**src/rtl/uart_pkg.sv**
```systemverilog
// -----------------------------------------------------------------------------
// uart_pkg
// Shared types, constants and helpers for the UART byte receiver.
//
// Contents:
//   uart_rx_state_t : receiver frame state (IDLE, START, DATA, STOP, BREAK)
//   UART_DATA_BITS  : payload bits per character (8N1 framing)
//   maj3()          : 2-of-3 majority vote used when UART_RX_MAJORITY_VOTE_EN
//                     is defined
// -----------------------------------------------------------------------------
package uart_pkg;

    // Frame progress of the receiver; BREAK parks the block while the line is
    // held low after a bad stop bit so a long break yields only one error.
    typedef enum logic [2:0] {
        IDLE  = 3'd0,
        START = 3'd1,
        DATA  = 3'd2,
        STOP  = 3'd3,
        BREAK = 3'd4
    } uart_rx_state_t;

    localparam int UART_DATA_BITS = 8;

    // 2-of-3 majority of three line samples.
    function automatic logic maj3(input logic a, input logic b, input logic c);
        return (a & b) | (a & c) | (b & c);
    endfunction

endpackage

```
**src/rtl/uart_rx_sampler_sync_ff.sv**
```systemverilog
// -----------------------------------------------------------------------------
// sync_ff
// Metastability synchroniser: a STAGES-deep chain of flops that brings an
// asynchronous, idle-high line into the clk domain. Every flop resets to 1 so
// that reset never looks like a falling (start) edge on the UART line.
//
// Parameters:
//   STAGES : number of flops in the chain (2..4)
// Ports:
//   i_clk  : system clock
//   i_rst  : synchronous, active-high reset
//   i_d    : asynchronous input
//   o_q    : synchronised output (last flop of the chain)
// -----------------------------------------------------------------------------
module sync_ff #(
    parameter int STAGES = 2
) (
    input  logic i_clk,
    input  logic i_rst,
    input  logic i_d,
    output logic o_q
);

    logic [STAGES-1:0] r_chain;

    // Shift the raw input through the flop chain; reset fills it with idle level.
    always_ff @(posedge i_clk) begin
        if (i_rst) begin
            r_chain <= {STAGES{1'b1}};
        end else begin
            r_chain <= {r_chain[STAGES-2:0], i_d};
        end
    end

    assign o_q = r_chain[STAGES-1];

endmodule

```
**src/rtl/uart_rx_sampler.sv**
```systemverilog
// -----------------------------------------------------------------------------
// uart_rx_sampler
// Byte-level 8N1 UART receiver feeding the RAM bridge command decoder.
// The asynchronous rx line is synchronised, each character is framed from its
// start edge, bits are sampled mid-bit, and a one-cycle strobe reports either
// a good byte (valid_out) or a low stop bit (framing_error_out).
//
// Parameters:
//   CLOCKS_PER_BAUD : clk_in cycles per UART bit (4..65535, 6..65535 with vote)
//   SYNC_STAGES     : synchroniser depth on rx_in (2..4)
// Ports:
//   clk_in            : system clock
//   rst_in            : synchronous, active-high reset
//   rx_in             : asynchronous UART line, idle high
//   data_out          : last good byte, held between strobes
//   valid_out         : one-cycle strobe, data_out valid in the same cycle
//   framing_error_out : one-cycle strobe when the stop bit samples low
//   busy_out          : high while a frame is in progress (state != IDLE)
//
// Build option:
//   UART_RX_MAJORITY_VOTE_EN : when defined, every bit decision is the 2-of-3
//   majority of the synchronised line at sample point -1, 0 and +1, taken one
//   cycle after the sample point. This rejects a single-cycle glitch at
//   mid-bit. When undefined, one sample is taken at the sample point.
// -----------------------------------------------------------------------------
module uart_rx_sampler
    import uart_pkg::*;
#(
    parameter int CLOCKS_PER_BAUD = 33,
    parameter int SYNC_STAGES     = 2
) (
    input  logic       clk_in,
    input  logic       rst_in,
    input  logic       rx_in,
    output logic [7:0] data_out,
    output logic       valid_out,
    output logic       framing_error_out,
    output logic       busy_out
);

    localparam int CNT_W = (CLOCKS_PER_BAUD > 1) ? $clog2(CLOCKS_PER_BAUD) : 1;
    localparam int HALF  = CLOCKS_PER_BAUD / 2;

    localparam logic [CNT_W-1:0] CNT_ZERO = {CNT_W{1'b0}};
    localparam logic [CNT_W-1:0] CNT_ONE  = CNT_W'(1);
    localparam logic [CNT_W-1:0] CNT_LAST = CNT_W'(CLOCKS_PER_BAUD - 1);

    // The start-bit decision moves one cycle later with voting. Because the
    // later states count whole bit periods from that decision, every data and
    // stop decision inherits the same one-cycle shift automatically.
`ifdef UART_RX_MAJORITY_VOTE_EN
    localparam logic [CNT_W-1:0] CNT_START = CNT_W'(HALF);
`else
    localparam logic [CNT_W-1:0] CNT_START = CNT_W'(HALF - 1);
`endif

    localparam logic [2:0] LAST_BIT = 3'(UART_DATA_BITS - 1);

    logic                      w_rx_s;
    logic                      w_sample;
    uart_rx_state_t            r_state;
    logic [CNT_W-1:0]          r_baud_cnt;
    logic [2:0]                r_bit_idx;
    logic [UART_DATA_BITS-1:0] r_shreg;
    logic [UART_DATA_BITS-1:0] r_data;
    logic                      r_valid;
    logic                      r_ferr;
    logic                      r_busy;

    sync_ff #(
        .STAGES (SYNC_STAGES)
    ) u_rx_sync (
        .i_clk (clk_in),
        .i_rst (rst_in),
        .i_d   (rx_in),
        .o_q   (w_rx_s)
    );

`ifdef UART_RX_MAJORITY_VOTE_EN
    // r_hist[0] is rx_s one cycle ago (the sample point when a decision is
    // taken), r_hist[1] is two cycles ago (sample point minus one).
    logic [1:0] r_hist;

    // Keep the two previous synchronised line values for the vote.
    always_ff @(posedge clk_in) begin
        if (rst_in) begin
            r_hist <= 2'b11;
        end else begin
            r_hist <= {r_hist[0], w_rx_s};
        end
    end

    assign w_sample = maj3(r_hist[1], r_hist[0], w_rx_s);
`else
    assign w_sample = w_rx_s;
`endif

    // Frame state machine: start qualification, data shift, stop check, break wait.
    always_ff @(posedge clk_in) begin
        if (rst_in) begin
            r_state    <= IDLE;
            r_baud_cnt <= CNT_ZERO;
            r_bit_idx  <= 3'd0;
            r_shreg    <= {UART_DATA_BITS{1'b0}};
            r_data     <= {UART_DATA_BITS{1'b0}};
            r_valid    <= 1'b0;
            r_ferr     <= 1'b0;
            r_busy     <= 1'b0;
        end else begin
            // Strobes last exactly one cycle unless re-armed below.
            r_valid <= 1'b0;
            r_ferr  <= 1'b0;

            case (r_state)
                IDLE: begin
                    if (!w_rx_s) begin
                        r_state    <= START;
                        r_baud_cnt <= CNT_ZERO;
                        r_busy     <= 1'b1;
                    end else begin
                        r_baud_cnt <= CNT_ZERO;
                    end
                end

                START: begin
                    if (r_baud_cnt == CNT_START) begin
                        r_baud_cnt <= CNT_ZERO;
                        if (!w_sample) begin
                            r_state   <= DATA;
                            r_bit_idx <= 3'd0;
                        end else begin
                            // Line was high again at mid-start: a glitch, drop it.
                            r_state <= IDLE;
                            r_busy  <= 1'b0;
                        end
                    end else begin
                        r_baud_cnt <= r_baud_cnt + CNT_ONE;
                    end
                end

                DATA: begin
                    if (r_baud_cnt == CNT_LAST) begin
                        r_baud_cnt <= CNT_ZERO;
                        // LSB arrives first, so shift right and insert at the top.
                        r_shreg <= {w_sample, r_shreg[UART_DATA_BITS-1:1]};
                        if (r_bit_idx == LAST_BIT) begin
                            r_state <= STOP;
                        end else begin
                            r_bit_idx <= r_bit_idx + 3'd1;
                        end
                    end else begin
                        r_baud_cnt <= r_baud_cnt + CNT_ONE;
                    end
                end

                STOP: begin
                    if (r_baud_cnt == CNT_LAST) begin
                        r_baud_cnt <= CNT_ZERO;
                        if (w_sample) begin
                            // Leaving at mid-stop lets the next start edge be
                            // caught even with no idle time between frames.
                            r_data  <= r_shreg;
                            r_valid <= 1'b1;
                            r_state <= IDLE;
                            r_busy  <= 1'b0;
                        end else begin
                            r_ferr  <= 1'b1;
                            r_state <= BREAK;
                        end
                    end else begin
                        r_baud_cnt <= r_baud_cnt + CNT_ONE;
                    end
                end

                BREAK: begin
                    // Stay here for as long as the line is low; one error only.
                    if (w_rx_s) begin
                        r_state <= IDLE;
                        r_busy  <= 1'b0;
                    end else begin
                        r_state <= BREAK;
                    end
                end

                default: begin
                    r_state    <= IDLE;
                    r_baud_cnt <= CNT_ZERO;
                    r_bit_idx  <= 3'd0;
                    r_busy     <= 1'b0;
                end
            endcase
        end
    end

    assign data_out          = r_data;
    assign valid_out         = r_valid;
    assign framing_error_out = r_ferr;
    assign busy_out          = r_busy;

endmodule
```
**config.mk**
```make
export PLATFORM = sky130hd
export DESIGN_NAME = uart_rx_sampler
export DESIGN_NICKNAME = d
export VERILOG_FILES = /design/src/rtl/uart_pkg.sv /design/src/rtl/uart_rx_sampler_sync_ff.sv /design/src/rtl/uart_rx_sampler.sv
export SDC_FILE = /design/constraint.sdc
export NUM_CORES = 1
export LEC_CHECK = 0
export BUFFER_PORTS_ARGS = -buffer_cell sky130_fd_sc_hd__clkbuf_2
export CORE_UTILIZATION = 35
export DETAILED_ROUTE_END_ITERATION = 10
export GPL_TIMING_DRIVEN = 0
export PLACE_DENSITY = 0.53
export SYNTH_ARGS = -nofsm -noshare
export SYNTH_HDL_FRONTEND = slang
export SYNTH_SLANG_ARGS = --single-unit
```
**constraint.sdc**
```tcl
create_clock -name clk_in -period 3 [get_ports clk_in]
set_input_delay 0.6 -clock clk_in [delete_from_list [all_inputs] [get_ports clk_in]]
set_output_delay 0.6 -clock clk_in [all_outputs]
set_load 0.02 [all_outputs]
```
# == Yosys cells after proc, flatten, opt, wreduce, memory -nomap -nowiden ==
# Cells that the tools add are included.
# totals
ff_bits,33
input_bits,3
out_inout_bits,11
# classes
addsub,2
n_eq_ne,14
mux,23
bitwise_logic,4
reduce_logical,9
# ops
operator,count
$mux W3,10
$pmux W6 S3,1
$pmux W3 S5,1
$ne A2 B2 Y1 const B,7
$mux W6,2
$reduce_and A5 Y1,2
$pmux W3 S3,1
$add A6 B1 Y6 const B,1
$eq A3 B2 Y1 const B,2
$eq A3 B3 Y1 const B,2
$eq A6 B4 Y1 const B,1
$eq A6 B6 Y1 const B,1
$mux W1,6
$reduce_or A3 Y1,2
$pmux W1 S5,1
$not A1 Y1,4
$reduce_and A4 Y1,1
$add A3 B1 Y3 const B,1
$eq A3 B1 Y1 const B,1
$logic_not A3 Y1,1
$reduce_and A3 Y1,1
$mux W2,1
$reduce_and A2 Y1,1
$reduce_or A2 Y1,1

# == Logic depth before layout (Yosys ltp) ==
# Gate-level depths: netlist of the first run.
# logic_depth
depth_word,4
mapped_depth,6
ltp_nobuf,6

# == By module ==
# From an unflattened synthesis of the first run, not the netlist that was laid out.
# hier_totals
hier_cells,179
hier_area_um2,1569.0
# by_module_without_submodules
module,instances,cells_per_inst,area_each_um2,seq_area_each_um2
uart_rx_sampler,1,175,1516.5,620.6
sync_ff,1,4,52.6,40.0

# == Worst setup path before layout of the first run ==
# No wires, ideal clock.
# synth_path
kind,register -> register
start,register r_baud_cnt[0]
end,register r_data[0] (netlist: data_out[0])
arrival_ps,1540
required_time_ps,2872
slack_ps,1332
path_stages_with_launch,7
path_buffers,0
synth_period_minus_slack_ps,1668
cell_sequence,dfxtp_1 inv_1 ha_1 nand4bb_4 nor4_4 mux2i_1 nor2_1
# synth_via
elab_chain_len,2
# synth_lines
element,line,text
"start, declared",uart_rx_sampler.sv:62,logic [CNT_W-1:0] r_baud_cnt;
"start signal, assigned",uart_rx_sampler.sv:137,r_baud_cnt <= r_baud_cnt + CNT_ONE;
"start signal, assigned",uart_rx_sampler.sv:152,r_baud_cnt <= r_baud_cnt + CNT_ONE;
"start signal, assigned",uart_rx_sampler.sv:171,r_baud_cnt <= r_baud_cnt + CNT_ONE;
$eq A6 B6 Y1,uart_rx_sampler.sv:157,if (r_baud_cnt == CNT_LAST) begin
$reduce_and A3 Y1 (no line),--,
"end signal, assigned",uart_rx_sampler.sv:105,r_data <= {UART_DATA_BITS{1'b0}};
"end signal, assigned",uart_rx_sampler.sv:162,r_data <= r_shreg;
"end, declared",uart_rx_sampler.sv:65,logic [UART_DATA_BITS-1:0] r_data;
# No other way between the ends.
# A chain may end at the register's enable or synchronous reset.

# == Final worst setup path of the first run ==
# layout_path
start,register r_baud_cnt[0]
end,register r_bit_idx[1]
# layout_via
elab_chain_len,3
# layout_lines
element,line,text
$eq A6 B6 Y1 / $eq A6 B4 Y1 (equally long branches),"uart_rx_sampler.sv:142, uart_rx_sampler.sv:126",
$ne A2 B2 Y1 (no line),--,
$reduce_and A5 Y1 (no line) *,--,
"end signal, assigned",uart_rx_sampler.sv:149,r_bit_idx <= r_bit_idx + 3'd1;
"end, declared",uart_rx_sampler.sv:63,logic [2:0] r_bit_idx;
# Mark *: on every way between the ends. The rest lies on a longest branch, timed or not.

==> impl_metrics.ini, run 1 <==
[power_and_ir_drop]
p_leak_nw = 0.6354
power.share.clock = 0.483
p_int_mw = 0.7193
power_density_nw_per_um2 = 508.5
p_sw_frac = 0.2010
seqPwrFrac = 0.491
p_comb_frac = 0.026
power.total_mw = 0.9002
switchingPower_mw = 0.1809
ir_drop_mv = 0.3133

[critical_path]
r2r-start = r_baud_cnt[0]
slowest_stage = dfxtp_1
cp_top_family = compound AO/OA/AOI/OAI gates
reg2reg_to = r_bit_idx[1]
crit_start = r_baud_cnt[0]
crit_required_ns = 3.22
worstPathCellList = inv_1 > ha_1 > and4bb_2 > a21oi_2 > a221o_1 > mux2i_1
start_kind = flip-flop
crit_path_end = r_bit_idx[1]
cpPeakStageDelay_ns = 0.38
r2r_cells = 6
crit_cells = 6
cp.buffers_inverters = 1
endpoint_kind = flip-flop
cp_max_fo = 9
path_class = reg -> reg
crit_arrival_ns = 2.16
reg2reg_slack_ns = 1.05

[synth]
synth.net_count = 167
synth_top_family_by_area = simple AND/OR/NAND/NOR gates
ys_seq_area_frac = 0.4328
async_flop_share = 0
synth-compound-area-share = 0.1320
synthesis.area_um2 = 1526
synthCells = 160
ys_ff_latch = 33
synth_xor_area_frac = 0
ys_types = 37
ys_top_cells_by_area = dfxtp_1 43%, mux2i_1 12%, nor2_1 5.2%
synth_ff_type = dfxtp_1
yosys.area_share.simple = 0.2279
synth_fa_ha_area_frac = 0.03934
yosys_warnings = 0
synth.area.mux_share = 0.1246
post_synth.cell_area_avg_um2 = 9.540
synth_top_area_share = 0.4328
netlist.top_cell.by_area = dfxtp_1
synth_edf_count = 0

[drt]
route.vias.total = 1190
drt-vias-per-instance = 5.152
drt-met1-wl_mm = 1.528
avgRoutedWirePerCell_um = 13.55
drt-initial-drc-count = 58
postRouteAntennaNets = 0
routed_wl_mm = 3.130
met2_length_mm = 1.433
top_layer = met4
drtPass1Iterations = 4
drcViolationCount = 0
wl_met3_um = 107

[placement]
numPortBuffers = 13
dpl.cell_count = 223
place_hpwl_mm = 2.203
gp_congestion = 0.7978

[die]
core-area_um2 = 4086
std_cell_rows = 23
die_x_um = 68.04
start_util = 0.3735
fp.dieArea_um2 = 4629
fp.dieH_um = 68.04
ioPinCount = 14

[min_path]
hold_class = reg -> reg

[timing]
setup-violations-final = 0
maxSlewViolCount = 0
fin_worst_skew_ns = 0.005454
worstMarginPinSlew_ns = 0.7648
max_freq_ghz = 0.5133
tns_ns = 0
fin_crit_sh = 0.6493
hold_violations = 0
slew_headroom = 0.4863
fin_crit_ns = 1.948
grt_setup_unrepaired = no

[grt]
grt_pass1_vias = 1102
antenna_found_initial = 0
grt_use_total = 0.1580
gr-total-overflow = 0
grt_pass1_wl_mm = 5.237
grt_max_degree = 11

[clock_tree]
cts_resized = 0
cts.path.max_buffers = 2
clock-sinks = 33
postCtsSetupRepairBufs = 0
clock_latency_ns = 0.28
path_clk_slew_ns = 0.07
clock-root-buffer = clkbuf_8
h-tree-depth = 2
cts_hold_buf = 0
cts_tree = yes
cts_buffers = 5

[cells_and_area]
drive_gt1_frac = 0.1878
n_fill_cell = 408
seq_area_um2 = 660.6
syn_to_final_growth_pct = 15.98
multi_input_area_um2 = 799.5
finalNonFillerCells = 231
finalNetCount = 187
diodes = 0

[flow_run]
maxCapViolations = 0

[run_status]
status = completed
-- power by group through the flow --
stage / logic [mW] / registers (mW) / clock network [mW]
after floorplan: 0.0153 / 0.452 / 0
after global placement: 0.0234 / 0.452 / 0
after detailed placement: 0.0240 / 0.452 / 0
after CTS: 0.0239 / 0.442 / 0.448
after global routing: 0.0266 / 0.442 / 0.470
final: 0.0235 / 0.442 / 0.435
-- cell type report --
type	instances	share of cell area
flip-flops and latches	33	0.3731
well taps	50	0.03534
plain buffers	8	0.02261
clock buffers	7	0.04876
clock inverters	1	0.01696
multi-input cells	112	0.4516
inverters	7	0.01484
repair buffers	13	0.03675
-- metal layers --
metal / vias to the layer above / track usage
met2: 23 / 0.2414
met1: 548 / 0.1978
met3: 7 / 0.05500
met4: 0 / 0.07292
met5: - / 0
li1: 612 / -
-- layout by cell type (no fill, tap or decap), types with 3 or more instances in the layout --
| master | instances |
|---|---|
| a211oi_1 | 3 |
| a21oi_1 | 9 |
| clkbuf_1 | 6 |
| clkbuf_2 | 13 |
| clkbuf_8 | 6 |
| dfxtp_1 | 33 |
| ha_1 | 4 |
| inv_1 | 6 |
| mux2i_1 | 19 |
| nand2_1 | 8 |
| nand2b_1 | 7 |
| nand3_1 | 3 |
| nor2_1 | 21 |
| nor3_1 | 6 |
| o211ai_1 | 3 |
| o221ai_1 | 3 |
| or3_1 | 3 |
-- registers in the layout, indices dropped and copies added (netlist names) --
| signal | count |
|---|---|
| r_baud_cnt | 6 |
| r_bit_idx | 3 |
| r_state | 3 |
| data_out | 8 |
| r_shreg | 8 |
| valid_out | 1 |
| u_rx_sync.r_chain | 2 |
| framing_error_out | 1 |
| busy_out | 1 |
-- cells in the mapped netlist (all sizes together), types with 2 or more instances --
| cell type | n |
|---|---|
| nor2 | 21 |
| mux2i | 19 |
| o211ai | 3 |
| ha | 4 |
| or2 | 2 |
| dfxtp | 33 |
| nand2 | 8 |
| and2 | 2 |
| clkbuf | 5 |
| nand3 | 3 |
| a211oi | 3 |
| nor4 | 2 |
| o21ai | 2 |
| buf | 3 |
| o21bai | 2 |
| a21oi | 10 |
| or3 | 4 |
| nand2b | 7 |
| o221ai | 3 |
| nor3 | 6 |
| inv | 6 |
-- stage by stage --
| step | setup WS, ns | hold WS, ns | util | cell area [um2] |
|---|---|---|---|---|
| detailed placement | 1.071 | 0.3992 | 0.4048 | 1654 |
| floorplan | 1.332 | 0.3895 | - | 1526 |
| finish | 1.052 | 0.4067 | 0.4333 | 1770 |
| global route | 0.9008 | 0.4138 | 0.4333 | 1770 |
| CTS | 1.047 | 0.4124 | 0.4333 | 1770 |
| global placement | 1.091 | 0.3937 | 0.4048 | 1654 |
-- cell families (layout without fill, tap and decap cells) --
kind of cell             Yosys count  after routing
buffers and inverters             15             36
flip-flops                        33             33
AO/OA/AOI/OAI                     29             29
AND/OR/NAND/NOR                   59             59
multiplexers                      19             19
adder cells (fa/ha/maj)            5              5
-- worst min path at each step --
| stage | start | end | slack [ns] | cells past startpoint |
|---|---|---|---|---|
| 2_1_floorplan | u_rx_sync.r_chain[0] | u_rx_sync.r_chain[1] | 0.39 | 1 |
| 3_3_place_gp | u_rx_sync.r_chain[0] | u_rx_sync.r_chain[1] | 0.39 | 1 |
| 3_5_place_dp | u_rx_sync.r_chain[0] | u_rx_sync.r_chain[1] | 0.40 | 1 |
| 4_1_cts | u_rx_sync.r_chain[0] | u_rx_sync.r_chain[1] | 0.41 | 1 |
| 5_1_grt | u_rx_sync.r_chain[0] | u_rx_sync.r_chain[1] | 0.41 | 1 |
| 6_report | u_rx_sync.r_chain[0] | u_rx_sync.r_chain[1] | 0.41 | 1 |
Power figures use the tool's default switching activity.
==> run 2: changes to the inputs <==
PLACE_DENSITY = 0.55   (was 0.53)
clock period = 1.6 ns   (was 3 ns; I/O delays follow)
==> run 2 against run 1 <==
Net effect:
- worst hold slack got worse by 0.19 ns
- critical endpoint unchanged
- critical path type unchanged
- critical path depth decreased by 1
- worst setup slack got worse by 1.1 ns
- fmax increased by 18%
- clock-buffer cell count decreased by 1
- flip-flop and latch count unchanged
- global-route usage decreased by 1.1 points
- first-iteration DRC count decreased by 36%
- combinational power increased by 110%
- the run now ends with setup timing left
==> impl_metrics.ini, run 2 (synthesized netlist as in run 1, its figures left out) <==
[die]
ioPinCount = 14
die_x_um = 68.04
start_util = 0.3735
fp.dieH_um = 68.04
fp.dieArea_um2 = 4629
std_cell_rows = 23
core-area_um2 = 4086

[cells_and_area]
fin_util = 0.4786
layout_common_cells = 30 x dfxtp_1, 21 x nor2_1, 19 x mux2i_1
multi_input_area_um2 = 867.1
final_common_cell = dfxtp_1
finalNetCount = 196
diodes = 0
finalNonFillerCells = 240
seq_area_um2 = 669.4
drive_gt1_frac = 0.3158
syn_to_final_growth_pct = 28.12
n_fill_cell = 383

[grt]
antenna_found_initial = 0
grt_pass1_vias = 1108
grt_max_degree = 12
grt_use_total = 0.1469
gr-total-overflow = 0
grt_pass1_wl_mm = 4.974

[critical_path]
worstPathCellList = ha_4 > nand3_4 > or3_4 > a221o_1 > mux2i_1
cp_max_fo = 3
cp_top_family = simple AND/OR/NAND/NOR gates
path_class = reg -> reg
reg2reg_slack_ns = -0.05
cpPeakStageDelay_ns = 0.43
r2r_cells = 5
slowest_stage = a221o_1
cp.buffers_inverters = 0
start_kind = flip-flop
crit_cells = 5
crit_arrival_ns = 1.81
endpoint_kind = flip-flop
crit_required_ns = 1.77

[placement]
numPortBuffers = 13
dpl.cell_count = 223
place_hpwl_mm = 2.089
gp_congestion = 0.8038
dp_worst_setup_slack_ns = -0.2697

[timing]
max_freq_ghz = 0.6067
maxSlewViolCount = 0
hold_violations = 0
hold_ws_ns = 0.2180
fin_ws_ns = -0.04820
setup-violations-final = 3
fin_crit_sh = 1.030
grt_setup_unrepaired = yes
fin_crit_ns = 1.648
worstMarginPinSlew_ns = 0.6030
fin_worst_skew_ns = 0.007090
slew_headroom = 0.5980

[drt]
drt-initial-drc-count = 37
routed_wl_mm = 3.178
postRouteAntennaNets = 0
route.vias.total = 1227
drt-vias-per-instance = 5.113
drtPass1Iterations = 4
avgRoutedWirePerCell_um = 13.24
drcViolationCount = 0

[clock_tree]
cts.path.max_buffers = 2
cts_buffers = 5
cts_hold_buf = 0
clock-root-buffer = clkbuf_8
path_clk_slew_ns = 0.07
cts_tree = yes
h-tree-depth = 2
clock_latency_ns = 0.28
clock-sinks = 33

[run_status]
violations = setup timing
status = finished with violations

[power_and_ir_drop]
power_density_nw_per_um2 = 862.3
p_leak_nw = 0.7081
power.total_mw = 1.686
ir_drop_mv = 0.5600

[min_path]
min_delay_path_depth = 2
hold_class = in -> reg

[flow_run]
maxCapViolations = 0
## run 2: timing repair
action                     in CTS  in global routing
setup buffers                   6                  3
setup endpoints to repair      27                 26
pin swaps                       4                 10
resized for setup               7                 13
## run 2: area by class of cell
class | count | area share
Inverter | 7 | 0.01472
Sequential cell | 33 | 0.3423
Tap cell | 50 | 0.03199
Clock inverter | 2 | 0.01919
Timing Repair Buffer | 22 | 0.08445
Buffer | 8 | 0.02175
Clock buffer | 6 | 0.04223
Multi-Input combinational cell | 112 | 0.4434
## run 2: metal layers
metal | track usage | up-vias | part of all wire
met5 | 0 | - | 0
met2 | 0.2426 | 30 | 0.48
met3 | 0.04000 | 6 | 0.048
met1 | 0.1807 | 570 | 0.46
met4 | 0.05469 | 0 | 0.012
li1 | - | 621 | -
## run 2: per-stage QoR
step / instance area [um2] / setup TNS (ns)
6_report: 1956 / -0.1427
5_1_grt: 1956 / -0.6304
4_1_cts: 1892 / -0.1360
3_5_place_dp: 1669 / -4.201
3_3_place_gp: 1669 / -3.803
2_1_floorplan: 1541 / -0.4819
## run 2: report_power, final
group | leakage (nW) | total [mW] | switching (mW) | internal [mW]
Combinational | 0.382 | 0.0485 | 0.0311 | 0.0175
Clock | 0.0574 | 0.812 | 0.306 | 0.506
Sequential | 0.269 | 0.826 | 0.00275 | 0.823
## run 2: worst register-to-register path, cell delays in order, from the launching register on
cell and delay [ns]:
dfxtp_4 0.37, ha_4 0.15, nand3_4 0.06, or3_4 0.39, a221o_1 0.43, mux2i_1 0.14
## run 2: final timing paths
kind                              from                   end
hold reg to reg   u_rx_sync.r_chain[0]  u_rx_sync.r_chain[1]
setup reg to reg         r_baud_cnt[1]          r_bit_idx[1]
hold / removal                   rx_in  u_rx_sync.r_chain[0]
setup / recovery         r_baud_cnt[1]          r_bit_idx[1]
